--- src/rtl/conv1_pe_8b.sv ---
// conv1_pe_8b: 3x3 convolution processing element with 8-bit signed weights,
//   bias add, ReLU, requantising arithmetic shift and saturation to 8 bits.
// Latency: window presented in the cycle before edge N appears on valid_out after edge N+2
//   (three registered stages); one window per cycle, no backpressure (dropped unless READY).
// Ports:
//   clk, rst_n                : clock, asynchronous active-low reset
//   wload_en / wload_data     : weight load beats, w0..w8 then bias (signed bytes)
//   valid_in / pixel_0..8     : unsigned 3x3 window, row-major, pixel_0 top-left
//   weights_ready             : high while a complete weight set is held and no load is active
//   valid_out / pixel_out     : one-cycle result strobe and requantised ReLU pixel (0 when idle)
module conv1_pe_8b #(
  parameter int SHIFT   = 4,
  parameter int NUM_PIX = 9
) (
  input  logic       clk,
  input  logic       rst_n,
  input  logic       wload_en,
  input  logic [7:0] wload_data,
  input  logic       valid_in,
  input  logic [7:0] pixel_0,
  input  logic [7:0] pixel_1,
  input  logic [7:0] pixel_2,
  input  logic [7:0] pixel_3,
  input  logic [7:0] pixel_4,
  input  logic [7:0] pixel_5,
  input  logic [7:0] pixel_6,
  input  logic [7:0] pixel_7,
  input  logic [7:0] pixel_8,
  output logic       weights_ready,
  output logic       valid_out,
  output logic [7:0] pixel_out
);

  typedef enum logic [1:0] {
    ST_EMPTY   = 2'd0,
    ST_LOADING = 2'd1,
    ST_READY   = 2'd2
  } state_t;

  state_t                 state_q, state_d;
  logic [3:0]             count_q, count_d;
  logic signed [7:0]      w_q [NUM_PIX];
  logic signed [7:0]      w_d [NUM_PIX];
  logic signed [7:0]      bias_q, bias_d;

  logic [7:0]             pix [NUM_PIX];

  logic signed [16:0]     prod_q [NUM_PIX];
  logic signed [16:0]     prod_d [NUM_PIX];
  logic signed [7:0]      bias1_q, bias1_d;
  logic                   v1_q, v1_d;

  logic signed [20:0]     sum_q, sum_d;
  logic                   v2_q, v2_d;

  logic [7:0]             pixel_out_q, pixel_out_d;
  logic                   valid_out_q, valid_out_d;

  logic                   accept;
  logic signed [20:0]     shifted;

  assign pix[0] = pixel_0;
  assign pix[1] = pixel_1;
  assign pix[2] = pixel_2;
  assign pix[3] = pixel_3;
  assign pix[4] = pixel_4;
  assign pix[5] = pixel_5;
  assign pix[6] = pixel_6;
  assign pix[7] = pixel_7;
  assign pix[8] = pixel_8;

  assign weights_ready = (state_q == ST_READY);
  assign accept        = valid_in && (state_q == ST_READY);
  assign valid_out     = valid_out_q;
  assign pixel_out     = pixel_out_q;

  // Weight-load FSM. A beat outside LOADING always restarts the load at w0.
  always_comb begin
    state_d = state_q;
    count_d = count_q;
    bias_d  = bias_q;
    for (int i = 0; i < NUM_PIX; i++) w_d[i] = w_q[i];

    if (wload_en) begin
      case (state_q)
        ST_EMPTY, ST_READY: begin
          w_d[0]  = wload_data;
          count_d = 4'd1;
          state_d = ST_LOADING;
        end
        ST_LOADING: begin
          if (count_q == 4'(NUM_PIX)) begin
            bias_d  = wload_data;
            state_d = ST_READY;
          end else begin
            for (int i = 0; i < NUM_PIX; i++) begin
              if (count_q == 4'(i)) w_d[i] = wload_data;
            end
          end
          count_d = count_q + 4'd1;
        end
        default: state_d = ST_EMPTY;
      endcase
    end
  end

  // Pipeline datapath. The bias travels with stage 1 so a window in flight
  // finishes with the weight set it was accepted under, even across a reload.
  always_comb begin
    for (int i = 0; i < NUM_PIX; i++) begin
      prod_d[i] = 17'($signed({1'b0, pix[i]})) * 17'(w_q[i]);
    end
    bias1_d = bias_q;
    v1_d    = accept;

    sum_d = 21'(bias1_q);
    for (int i = 0; i < NUM_PIX; i++) begin
      sum_d = sum_d + 21'(prod_q[i]);
    end
    v2_d = v1_q;

    shifted     = sum_q >>> SHIFT;
    pixel_out_d = 8'd0;
    if (v2_q && !sum_q[20]) begin
      pixel_out_d = (shifted > 21'sd255) ? 8'd255 : shifted[7:0];
    end
    valid_out_d = v2_q;
  end

  always_ff @(posedge clk or negedge rst_n) begin
    if (!rst_n) begin
      state_q     <= ST_EMPTY;
      count_q     <= '0;
      bias_q      <= '0;
      bias1_q     <= '0;
      v1_q        <= 1'b0;
      sum_q       <= '0;
      v2_q        <= 1'b0;
      pixel_out_q <= '0;
      valid_out_q <= 1'b0;
      for (int i = 0; i < NUM_PIX; i++) begin
        w_q[i]    <= '0;
        prod_q[i] <= '0;
      end
    end else begin
      state_q     <= state_d;
      count_q     <= count_d;
      bias_q      <= bias_d;
      bias1_q     <= bias1_d;
      v1_q        <= v1_d;
      sum_q       <= sum_d;
      v2_q        <= v2_d;
      pixel_out_q <= pixel_out_d;
      valid_out_q <= valid_out_d;
      for (int i = 0; i < NUM_PIX; i++) begin
        w_q[i]    <= w_d[i];
        prod_q[i] <= prod_d[i];
      end
    end
  end

endmodule
--- config.mk ---
export PLATFORM = sky130hd
export DESIGN_NAME = conv1_pe_8b
export DESIGN_NICKNAME = d
export VERILOG_FILES = /design/src/rtl/conv1_pe_8b.sv
export SDC_FILE = /design/constraint.sdc
export NUM_CORES = 2
export LEC_CHECK = 0
export BUFFER_PORTS_ARGS = -buffer_cell sky130_fd_sc_hd__buf_4
export CORE_UTILIZATION = 55
export CTS_CLUSTER_SIZE = 28
export DETAILED_ROUTE_END_ITERATION = 12
export PLACE_DENSITY = 0.76
export SETUP_SLACK_MARGIN = 0.02
export SLEW_MARGIN = 15
export SYNTH_ARGS = -nofsm -noshare
export SYNTH_HDL_FRONTEND = slang
export SYNTH_SLANG_ARGS = --single-unit
--- constraint.sdc ---
create_clock -name clk -period 6.7 [get_ports clk]
set_input_delay 0.67 -clock clk [delete_from_list [all_inputs] [get_ports clk]]
set_output_delay 0.67 -clock clk [all_outputs]
set_load 0.005 [all_outputs]
==> results.tsv <==
stage	metric	value	unit
timing	setup_violations	0	
final_layout	antenna_cells	0	
place	globalplace.congestion	0.9039	
floorplanning	die_w	244.4	um
clock_network	clk_latency	0.57	ns
clock_network	clkSinkCount	275	
floorplanning	die_h	244.4	um
floorplanning	rows	88	
place	io_buffers	93	
flow_run	max_cap_violations	0	
clock_network	cts_buffers	30	
yosys	synth_flop_cell	dfrtp_1	
worst_setup_path	worst-path-max-fanout	4	
final_layout	drive_above_1_share	0.07966	
floorplanning	ios	94	
final_layout	multi_input_area	22830	um^2
yosys	syn_nets	4141	
routing	firstDrtPassIters	7	
clock_network	hold_buffers	0	
worst_setup_path	critPathMaxStageDelay	0.58	ns
yosys	yosysUniqueCellTypes	64	
routing	ant_nets	0	
worst_setup_path	worstSetupEndpointType	flop	
timing	tightestPinTransition	0.9693	ns
routing	drtIter0Drc	1207	
worst_setup_path	worst-r2r-setup-slack	1.68	ns
global_routing	grt_remaining_overflow	0	
timing	finClkSkew	0.01037	ns
yosys	synth_edf_count	0	
yosys	synth_area_per_cell	10.19	um^2
global_routing	grt_pass1_wl	119300	um
yosys	syn-cell-area	32330	um^2
worst_setup_path	path_cells	inv_1 -> fa_1 -> inv_1 -> fa_1 -> fa_1 -> fa_1 -> inv_1 -> fa_1 -> inv_1 -> ha_1 -> a21oi_1 -> o21ai_0 -> a311oi_1 -> o21ai_1 -> a31oi_1 -> xnor2_1	
timing	fin_setup_tns	0	ns
worst_setup_path	cp.required	7.20	ns
yosys	yosysWarnings	0	
routing	via_count	21660	
floorplanning	start_util	0.5582	
worst_setup_path	start_kind	flop	
yosys	synth-seq-cells	275	
timing	max-slew-margin-rel	0.3538	
timing	final_max_slew_viol_count	0	
timing	hold_viol	0	
routing	wirelength	71210	um
routing	drc	0	
clock_network	cts_resized	0	
clock_network	post_cts_buffers	0	
clock_network	clkTransAtPathRegs	0.06	ns
final_layout	final_common_cell	inv_1	
place	hpwl	58080	um
worst_setup_path	crit_type	reg -> reg	
worst_setup_path	critPathArrivalTime	5.52	ns
floorplanning	die-area	59750	um^2
hold_path	min_path_type	in -> async	
yosys	synth_async_sr_flop_share	1.000	
final_layout	seqCellArea	6882	um^2
worst_setup_path	slowest_stage	fa_1	
worst_setup_path	cp_common_cell	fa_1	
routing	drt-vias-per-instance	5.344	
routing	wire_per_inst	17.57	um
global_routing	track_usage	0.2530	
yosys	postSynthCellCount	3172	
yosys	yosysSeqAreaShare	0.2129	
timing	fin_crit_sh	0.7498	
timing	rsz0062_at_grt	false	
clock_network	cts_buffer_depth	3	
timing	fin_crit	5.024	ns
final_layout	layout.nets	4235	
clock_network	cts_tree	done	
global_routing	grt_pass1_vias	22680	
final_layout	nFillCells	4799	
clock_network	cts_root_buf	clkbuf_16	
final_layout	area_delta_synth_final	8.178	%
global_routing	grt_max_degree	100	
clock_network	h-tree-depth	1	
outcome	status	finished, final reports clean	
timing	fmax	199.1	MHz
final_layout	layout_common_cells	inv_1 (662), fa_1 (472), ha_1 (413)	
floorplanning	coreArea	57920	um^2
global_routing	antenna_found_initial	6	
[final cells by class]
class	instances	share of cell area
inverter	662	0.07106
tap	765	0.02737
timing repair buffer	96	0.02082
clock inverter	19	0.007263
clock buffer	36	0.02386
sequential	275	0.1968
multi-input combinational	2201	0.6528
[worst max-delay path: cells and delay by family (launching register included)]
| kind | cells | cell delay [ns] |
|---|---|---|
| XOR/XNOR | 1 | 0.14 |
| adder cells (fa/ha/maj) | 6 | 2.82 |
| flip-flops | 1 | 0.45 |
| buffers and inverters | 4 | 0.27 |
| AO/OA/AOI/OAI | 5 | 1.27 |
[layer usage]
| layer | GRT usage | up-vias | share of wire |
|---|---|---|---|
| met4 | 0.07518 | 0 | 0.034 |
| met2 | 0.4350 | 401 | 0.50 |
| met1 | 0.3397 | 11070 | 0.42 |
| met3 | 0.02436 | 104 | 0.039 |
| met5 | 0 | - | 0 |
| li1 | - | 10090 | - |
[sequential cells by signal, summed over array words and instances (netlist names), 2 cells and up]
signal     flops
bias1_d        8
pixel_out      8
prod_q       153
sum_q         17
state_q        2
bias1_q        8
w_q           72
count_q        4
[path summary, 6_finish.rpt]
kind | from | endpoint | depth (start not counted)
hold / removal | rst_n | w_q[44]$_DFFE_PN0P_ | 1
setup / recovery | prod_q[12]$_DFF_PN0_ | sum_q[17]$_DFF_PN0_ | 16
hold reg to reg | v1_q$_DFF_PN0_ | v2_q$_DFF_PN0_ | 0
min in group clk | valid_in | v1_q$_DFF_PN0_ | 2
setup reg to reg | prod_q[12]$_DFF_PN0_ | sum_q[17]$_DFF_PN0_ | 16
max in group asynchronous | rst_n | prod_q[129]$_DFF_PN0_ | 2
[cells by family (layout without fill, tap and decap cells)]
| group | after synthesis | count (layout) | synth area share |
|---|---|---|---|
| AOI/OAI and AO/OA | 241 | 241 | 0.05399 |
| xor gates and xnor gates | 105 | 105 | 0.02845 |
| adders and majority gates | 885 | 885 | 0.4521 |
| buffers and inverters | 696 | 813 | 0.08089 |
| DFF | 275 | 275 | 0.2129 |
| muxes | 89 | 89 | 0.03065 |
| and+or+nand+nor | 881 | 881 | 0.1410 |
[through the flow]
step / worst slack [ns] / instances / util / hold WS [ns] / area, um^2
final: 1.676 / 4054 / 0.6038 / 0.1054 / 34970
after global routing: 1.511 / 4054 / 0.6038 / 0.1685 / 34970
after CTS: 1.661 / 4054 / 0.6038 / 0.1357 / 34970
after detailed placement: 1.739 / 3999 / 0.5850 / 0.3409 / 33880
after global placement: 1.721 / 3999 / 0.5850 / 0.3363 / 33880
after floorplan: 2.326 / 3172 / - / 0.3312 / 32330
[synth_stat cells (6+ instances only)]
master       n  area [um^2]
xor2_1      33        289.0
nand2_1    279         1047
a211oi_1    10        75.07
a21oi_1     57        285.3
or3_1        9        56.30
a2111oi_2    6        90.09
nor2_1      93        349.1
nor3_1      46        230.2
o21ai_0     46        230.2
inv_1      662         2485
a21o_1      25        187.7
o211ai_1    21        157.7
and2_1     303         1896
clkbuf_1    24        90.09
dfrtp_1    275         6882
fa_1       472         9449
nand3b_1    17        127.6
and3_1       9        56.30
nand2b_1    57        356.6
nor2b_1     26        162.7
o21bai_1     6        45.04
o21a_1      13        97.59
ha_1       413         5167
mux2_2      78        878.3
buf_1        8        30.03
nand3_1     19        95.09
mux2i_1      9        90.09
xnor2_1     72        630.6
Power is not shown: default switching activity piles up to over one toggle a cycle in this logic, so the estimate is an artifact.
